==> src/rtl/alu_pkg.sv <==
// Shared types and constants for the ALU issue slice.
// Select codes, widths and the buffered request record.
package alu_pkg;

   localparam int OP_W      = 4;
   localparam int REQ_N     = 8;
   localparam int REQ_TAG_W = 4;

   localparam logic [OP_W-1:0] OP_ADD  = 4'h0;
   localparam logic [OP_W-1:0] OP_SUB  = 4'h1;
   localparam logic [OP_W-1:0] OP_AND  = 4'h2;
   localparam logic [OP_W-1:0] OP_OR   = 4'h3;
   localparam logic [OP_W-1:0] OP_XOR  = 4'h4;
   localparam logic [OP_W-1:0] OP_NOR  = 4'h5;
   localparam logic [OP_W-1:0] OP_NAND = 4'h6;
   localparam logic [OP_W-1:0] OP_XNOR = 4'h7;
   localparam logic [OP_W-1:0] OP_SLL  = 4'h8;
   localparam logic [OP_W-1:0] OP_SRL  = 4'h9;
   localparam logic [OP_W-1:0] OP_SRA  = 4'hA;
   localparam logic [OP_W-1:0] OP_ROL  = 4'hB;
   localparam logic [OP_W-1:0] OP_ROR  = 4'hC;
   localparam logic [OP_W-1:0] OP_SLT  = 4'hD;
   localparam logic [OP_W-1:0] OP_PASA = 4'hE;
   localparam logic [OP_W-1:0] OP_PASB = 4'hF;

   typedef struct packed {
      logic [REQ_N-1:0]     a;
      logic [REQ_N-1:0]     b;
      logic [OP_W-1:0]      op;
      logic [REQ_TAG_W-1:0] tag;
   } alu_req_t;

endpackage

==> src/rtl/alu_req_fifo.sv <==
// Request FIFO with count-based full/empty.
// Head entry is presented combinationally.
module alu_req_fifo #(
   parameter int W     = 24,
   parameter int DEPTH = 4
) (
   input  logic         clk,
   input  logic         rst_n,
   input  logic         push_i,
   input  logic [W-1:0] wdata_i,
   input  logic         pop_i,
   output logic [W-1:0] head_o,
   output logic         full_o,
   output logic         empty_o
);

   localparam int AW = (DEPTH > 1) ? $clog2(DEPTH) : 1;
   localparam int CW = $clog2(DEPTH + 1);

   logic [W-1:0]  mem [DEPTH];
   logic [AW-1:0] wr_q, wr_d;
   logic [AW-1:0] rd_q, rd_d;
   logic [CW-1:0] cnt_q, cnt_d;
   logic          do_push;
   logic          do_pop;

   assign full_o  = (cnt_q == CW'(DEPTH));
   assign empty_o = (cnt_q == '0);
   assign do_push = push_i && !full_o;
   assign do_pop  = pop_i && !empty_o;
   assign head_o  = mem[rd_q];

   // Next pointer and occupancy values
   always_comb begin
      wr_d  = wr_q;
      rd_d  = rd_q;
      cnt_d = cnt_q;
      if (do_push) wr_d = wr_q + AW'(1);
      if (do_pop)  rd_d = rd_q + AW'(1);
      unique case ({do_push, do_pop})
         2'b10:   cnt_d = cnt_q + CW'(1);
         2'b01:   cnt_d = cnt_q - CW'(1);
         default: cnt_d = cnt_q;
      endcase
   end

   // Pointer and count registers
   always_ff @(posedge clk or negedge rst_n) begin
      if (!rst_n) begin
         wr_q  <= '0;
         rd_q  <= '0;
         cnt_q <= '0;
      end else begin
         wr_q  <= wr_d;
         rd_q  <= rd_d;
         cnt_q <= cnt_d;
      end
   end

   // Storage is never cleared; empty masks stale data
   always_ff @(posedge clk) begin
      if (do_push) mem[wr_q] <= wdata_i;
   end

endmodule

==> src/rtl/alu_issue_unit.sv <==
// Buffers ALU requests, issues one per cycle and
// registers each result with its opcode and tag.
module alu_issue_unit
   import alu_pkg::*;
#(
   parameter int N     = 8,
   parameter int DEPTH = 4,
   parameter int TAG_W = 4
) (
   input  logic             clk,
   input  logic             rst_n,
   input  logic             in_valid,
   output logic             in_ready,
   input  logic [N-1:0]     in_a,
   input  logic [N-1:0]     in_b,
   input  logic [OP_W-1:0]  in_op,
   output logic [N-1:0]     alu_a,
   output logic [N-1:0]     alu_b,
   output logic [OP_W-1:0]  alu_select,
   input  logic [N-1:0]     alu_result,
   output logic             out_valid,
   input  logic             out_ready,
   output logic [N-1:0]     out_result,
   output logic [OP_W-1:0]  out_op,
   output logic [TAG_W-1:0] out_tag
);

   localparam int W = 2 * N + OP_W + TAG_W;

   logic [W-1:0]     head;
   logic             full;
   logic             empty;
   logic             push;
   logic             pop;
   logic [TAG_W-1:0] tag_q, tag_d;
   logic             ov_q, ov_d;
   logic [N-1:0]     res_q, res_d;
   logic [OP_W-1:0]  op_q, op_d;
   logic [TAG_W-1:0] otag_q, otag_d;

   logic [N-1:0]     hd_a;
   logic [N-1:0]     hd_b;
   logic [OP_W-1:0]  hd_op;
   logic [TAG_W-1:0] hd_tag;

   assign in_ready = !full;
   assign push     = in_valid && !full;
   assign pop      = !empty && (!ov_q || out_ready);

   assign hd_a   = head[W-1 -: N];
   assign hd_b   = head[W-N-1 -: N];
   assign hd_op  = head[TAG_W+OP_W-1 : TAG_W];
   assign hd_tag = head[TAG_W-1:0];

   alu_req_fifo #(
      .W     (W),
      .DEPTH (DEPTH)
   ) u_fifo (
      .clk     (clk),
      .rst_n   (rst_n),
      .push_i  (push),
      .wdata_i ({in_a, in_b, in_op, tag_q}),
      .pop_i   (pop),
      .head_o  (head),
      .full_o  (full),
      .empty_o (empty)
   );

   // Drive the ALU from the head; zeros while empty
   always_comb begin
      alu_a      = '0;
      alu_b      = '0;
      alu_select = '0;
      if (!empty) begin
         alu_a      = hd_a;
         alu_b      = hd_b;
         alu_select = hd_op;
      end
   end

   // Tag counter and output slot next state
   always_comb begin
      tag_d  = tag_q;
      ov_d   = ov_q;
      res_d  = res_q;
      op_d   = op_q;
      otag_d = otag_q;
      if (push) tag_d = tag_q + TAG_W'(1);
      if (pop) begin
         ov_d   = 1'b1;
         res_d  = alu_result;
         op_d   = hd_op;
         otag_d = hd_tag;
      end else if (out_ready) begin
         ov_d = 1'b0;
      end
   end

   // Tag counter and output slot registers
   always_ff @(posedge clk or negedge rst_n) begin
      if (!rst_n) begin
         tag_q  <= '0;
         ov_q   <= 1'b0;
         res_q  <= '0;
         op_q   <= '0;
         otag_q <= '0;
      end else begin
         tag_q  <= tag_d;
         ov_q   <= ov_d;
         res_q  <= res_d;
         op_q   <= op_d;
         otag_q <= otag_d;
      end
   end

   assign out_valid  = ov_q;
   assign out_result = res_q;
   assign out_op     = op_q;
   assign out_tag    = otag_q;

endmodule

==> config.mk <==
export PLATFORM = sky130hd
export DESIGN_NAME = alu_issue_unit
export DESIGN_NICKNAME = d
export VERILOG_FILES = /design/src/rtl/alu_pkg.sv /design/src/rtl/alu_req_fifo.sv /design/src/rtl/alu_issue_unit.sv
export SDC_FILE = /design/constraint.sdc
export NUM_CORES = 1
export LEC_CHECK = 0
export ABC_AREA = 0
export CORE_AREA = 4 4 97 99
export DETAILED_ROUTE_END_ITERATION = 8
export DIE_AREA = 0 0 101 103
export PLACE_DENSITY = 0.83
export SYNTH_ARGS = -nofsm -noshare
export SYNTH_HDL_FRONTEND = slang
export SYNTH_SLANG_ARGS = --single-unit
==> constraint.sdc <==
create_clock -name clk -period 5.4 [get_ports clk]
set_input_delay 0.81 -clock clk [delete_from_list [all_inputs] [get_ports clk]]
set_output_delay 0.81 -clock clk [all_outputs]
set_load 0.05 [all_outputs]
==> results.ini <==
[run_status]
status = finished clean

[synth]
synth_top_area_share_pct = 58.90
synth-seq-cells = 124
ys_async_sr_fraction_pct = 22.58
yosys.cell_count.top_type = sky130_fd_sc_hd__edfxtp_1
synth-edff-count = 96
dominantRegCellSynth = sky130_fd_sc_hd__edfxtp_1
synth_top_cell_by_area = sky130_fd_sc_hd__edfxtp_1
number_of_warnings_issued_by_yosys = 0
syn-num-nets = 273
seq_area_frac_synth_pct = 73.21
post_synth.cell_area_avg_sq_um = 20.92
netlist_area_sq_um = 4895
synthCells = 234
ys_top_cells_by_area = sky130_fd_sc_hd__edfxtp_1, sky130_fd_sc_hd__dfrtp_1, sky130_fd_sc_hd__mux4_1, sky130_fd_sc_hd__mux4_2, sky130_fd_sc_hd__mux2_2
synth.lib_cells_used.distinct = 28
synth_top_cells_by_count = sky130_fd_sc_hd__edfxtp_1, sky130_fd_sc_hd__dfrtp_1, sky130_fd_sc_hd__nor2b_1

[timing]
rsz0062_at_grt = no
max_slew_margin_pct = 34.32
slew_viol_final = 0
final_total_negative_setup_slack_ns = 0
finalHoldViolCount = 0
tightest_slew_ns = 0.9852
fmax_ghz = 0.2407
fin_worst_skew_ns = 0.01394
timing.final.crit_share_pct = 76.92
layout_min_cycle_time_ns = 4.154
final-setup-viol-count = 0

[critical_path]
timing_worst_setup_path_type = reg -> out
crit_path_end_kind = output pin
worst_r2r_path_depth = 3
cp_data_required_time_ns = 4.59
start_kind = register
critPathCapture = alu_select[3]
worst_ep_arrival_time_ns = 3.34
ff2ff_setup_slack_ns = 3.04
cp-startpoint = u_fifo.rd_q[0]
r2r-end = out_op[3]
timing.rr.start = u_fifo.rd_q[0]
critical_path_peak_fanout = 18

[cts]
cts_resized = 0
insertion_delay_ns = 0.51
cts.repair_timing.setup_buffer_count = 0
clkTransAtPathRegs_ns = 0.05
cts_made_buffers = 17
clockBufferDepth = 2
clk_root_buffer_cell = sky130_fd_sc_hd__clkbuf_8
ctsHoldBuffers = 0
cts_tree = yes
clock-sinks = 124
clock_tree.htree_level_count = 4

[floorplanning]
design.die.area_sq_um = 10400
ios = 70
initial_utilization_pct = 57.24
die-height_um = 103
floorplan_core_area_sq_um = 8551
die_x_um = 101
fp-row-count = 34

[drt]
detail_route.iter0.violations = 95
drc_errors = 0
viasPerCell = 5.518
drtAntennaViolNets = 0
drtPass1Iterations = 4
routed-via-count = 2428
detail_route.wirelength_mm = 8.859
post_detailed_route_wirelength_per_cell_um = 20.13

[global_route]
grt_overflow_total = 0
antenna_violations_before_repair = 0
grt_max_degree = 29
grt_first_pass_wirelength_mm = 13.82
grt_util_all_layers_pct = 18.48
number_of_global_route_vias_before_repair = 2579

[placement]
placed_area_sq_um = 5698
globalplace.congestion = 0.7262
port_buffers = 69

[run]
drv.max_cap_violation_count = 0

[hold_path]
min-delay-path-class = reg -> reg

[power]
max-vdd-ir-drop_v = 0.0003362
p_per_area_nw_per_um2 = 684.5
p_leak_nw = 2.287

[final_layout]
num-fill-cells = 508
num-nets-final = 358
num_antenna_cells = 0
final_cell_area_sq_um = 6247
area.growth.synth_to_final_pct = 27.63
layout-drive-gt1-share_pct = 19.88

==> stage by stage <==
stage               hold WS, ns  worst slack, ns  instances  total power, mW  util, %
CTS                      0.5075            1.166        440            4.330    73.06
detailed placement       0.4952            1.743        408            3.276    66.64
global route             0.5171            1.046        440            4.471    73.06
finish                   0.5033            1.246        440            4.276    73.06
global placement         0.4882            1.760        408            3.235    66.64
floorplan                0.4736            2.878        234            2.733        -
==> cell families (layout without fill, tap and decap cells) <==
group	after synthesis	in the layout	share of synthesized area (%)
flip-flops	124	124	73.21
multiplexers	43	43	16.46
adder cells (fa/ha/maj)	7	7	1.943
XOR/XNOR	9	9	1.610
buffers and inverters	16	114	2.249
AND/OR/NAND/NOR	35	35	4.525
==> worst max-delay path, stage by stage, from the launching register on <==
cell,delay [ns]
sky130_fd_sc_hd__dfrtp_1,0.99
sky130_fd_sc_hd__buf_4,0.35
sky130_fd_sc_hd__mux4_1,0.60
sky130_fd_sc_hd__nor2b_1,0.15
sky130_fd_sc_hd__clkdlybuf4s50_1,0.74
==> worst min path at each step <==
| stage | start | endpoint | depth (start not counted) |
|---|---|---|---|
| global route | out_result[5] | out_result[5] | 1 |
| global placement | out_result[3] | out_result[3] | 1 |
| floorplan | u_fifo.cnt_q[2] | u_fifo.cnt_q[2] | 1 |
| CTS | out_tag[3] | out_tag[3] | 1 |
| detailed placement | out_tag[3] | out_tag[3] | 1 |
| finish | out_tag[3] | out_tag[3] | 1 |
==> where the power goes <==
part | internal (mW) | total, mW | switching, mW
clock network | 0.660 | 1.03 | 0.370
logic | 0.708 | 1.76 | 1.05
registers | 1.32 | 1.48 | 0.162
total | 2.69 | 4.28 | 1.59
==> final cells by class <==
cell class / count / area (sq um) / share of cell area (%)
Clock buffer: 26 / 489.2 / 7.831
Clock inverter: 6 / 60.06 / 0.9613
Inverter: 5 / 18.77 / 0.3004
Multi-Input combinational cell: 94 / 1210 / 19.37
Sequential cell: 124 / 3583 / 57.36
Tap cell: 108 / 135.1 / 2.163
Timing Repair Buffer: 77 / 750.7 / 12.02
==> sequential cells by signal (all words and copies together) (netlist names) <==
name	flops
out_valid	1
out_result	8
u_fifo.wr_q	2
u_fifo.rd_q	2
u_fifo.cnt_q	3
tag_q	4
out_op	4
u_fifo.mem	96
out_tag	4
==> per-layer routing <==
metal  vias up  GRT usage, %  part of all wire (%)
met5         -             0                     0
met3         7         5.345                   5.3
li1       1088             -                     -
met2        69         31.90                    52
met1      1264         22.35                    42
met4         0         6.748                  0.69
==> layout by cell type (no fill, tap or decap), types with 2 or more instances in the layout <==
cell / Yosys / layout
sky130_fd_sc_hd__xor2_1: 4 / 4
sky130_fd_sc_hd__clkbuf_16: 0 / 17
sky130_fd_sc_hd__nor2b_1: 20 / 19
sky130_fd_sc_hd__clkbuf_8: 0 / 3
sky130_fd_sc_hd__clkdlybuf4s50_1: 0 / 69
sky130_fd_sc_hd__xnor2_1: 5 / 5
sky130_fd_sc_hd__and3_1: 5 / 5
sky130_fd_sc_hd__buf_4: 2 / 8
sky130_fd_sc_hd__mux2_4: 2 / 2
sky130_fd_sc_hd__edfxtp_1: 96 / 96
sky130_fd_sc_hd__ha_1: 6 / 6
sky130_fd_sc_hd__mux4_2: 12 / 12
sky130_fd_sc_hd__dfrtp_1: 28 / 28
sky130_fd_sc_hd__mux2_2: 16 / 16
sky130_fd_sc_hd__nand3_1: 2 / 2
sky130_fd_sc_hd__mux4_1: 12 / 12
sky130_fd_sc_hd__clkinv_2: 0 / 2
sky130_fd_sc_hd__inv_1: 5 / 5
sky130_fd_sc_hd__clkbuf_1: 2 / 6
Note: power is estimated with default switching activity, not from simulation.
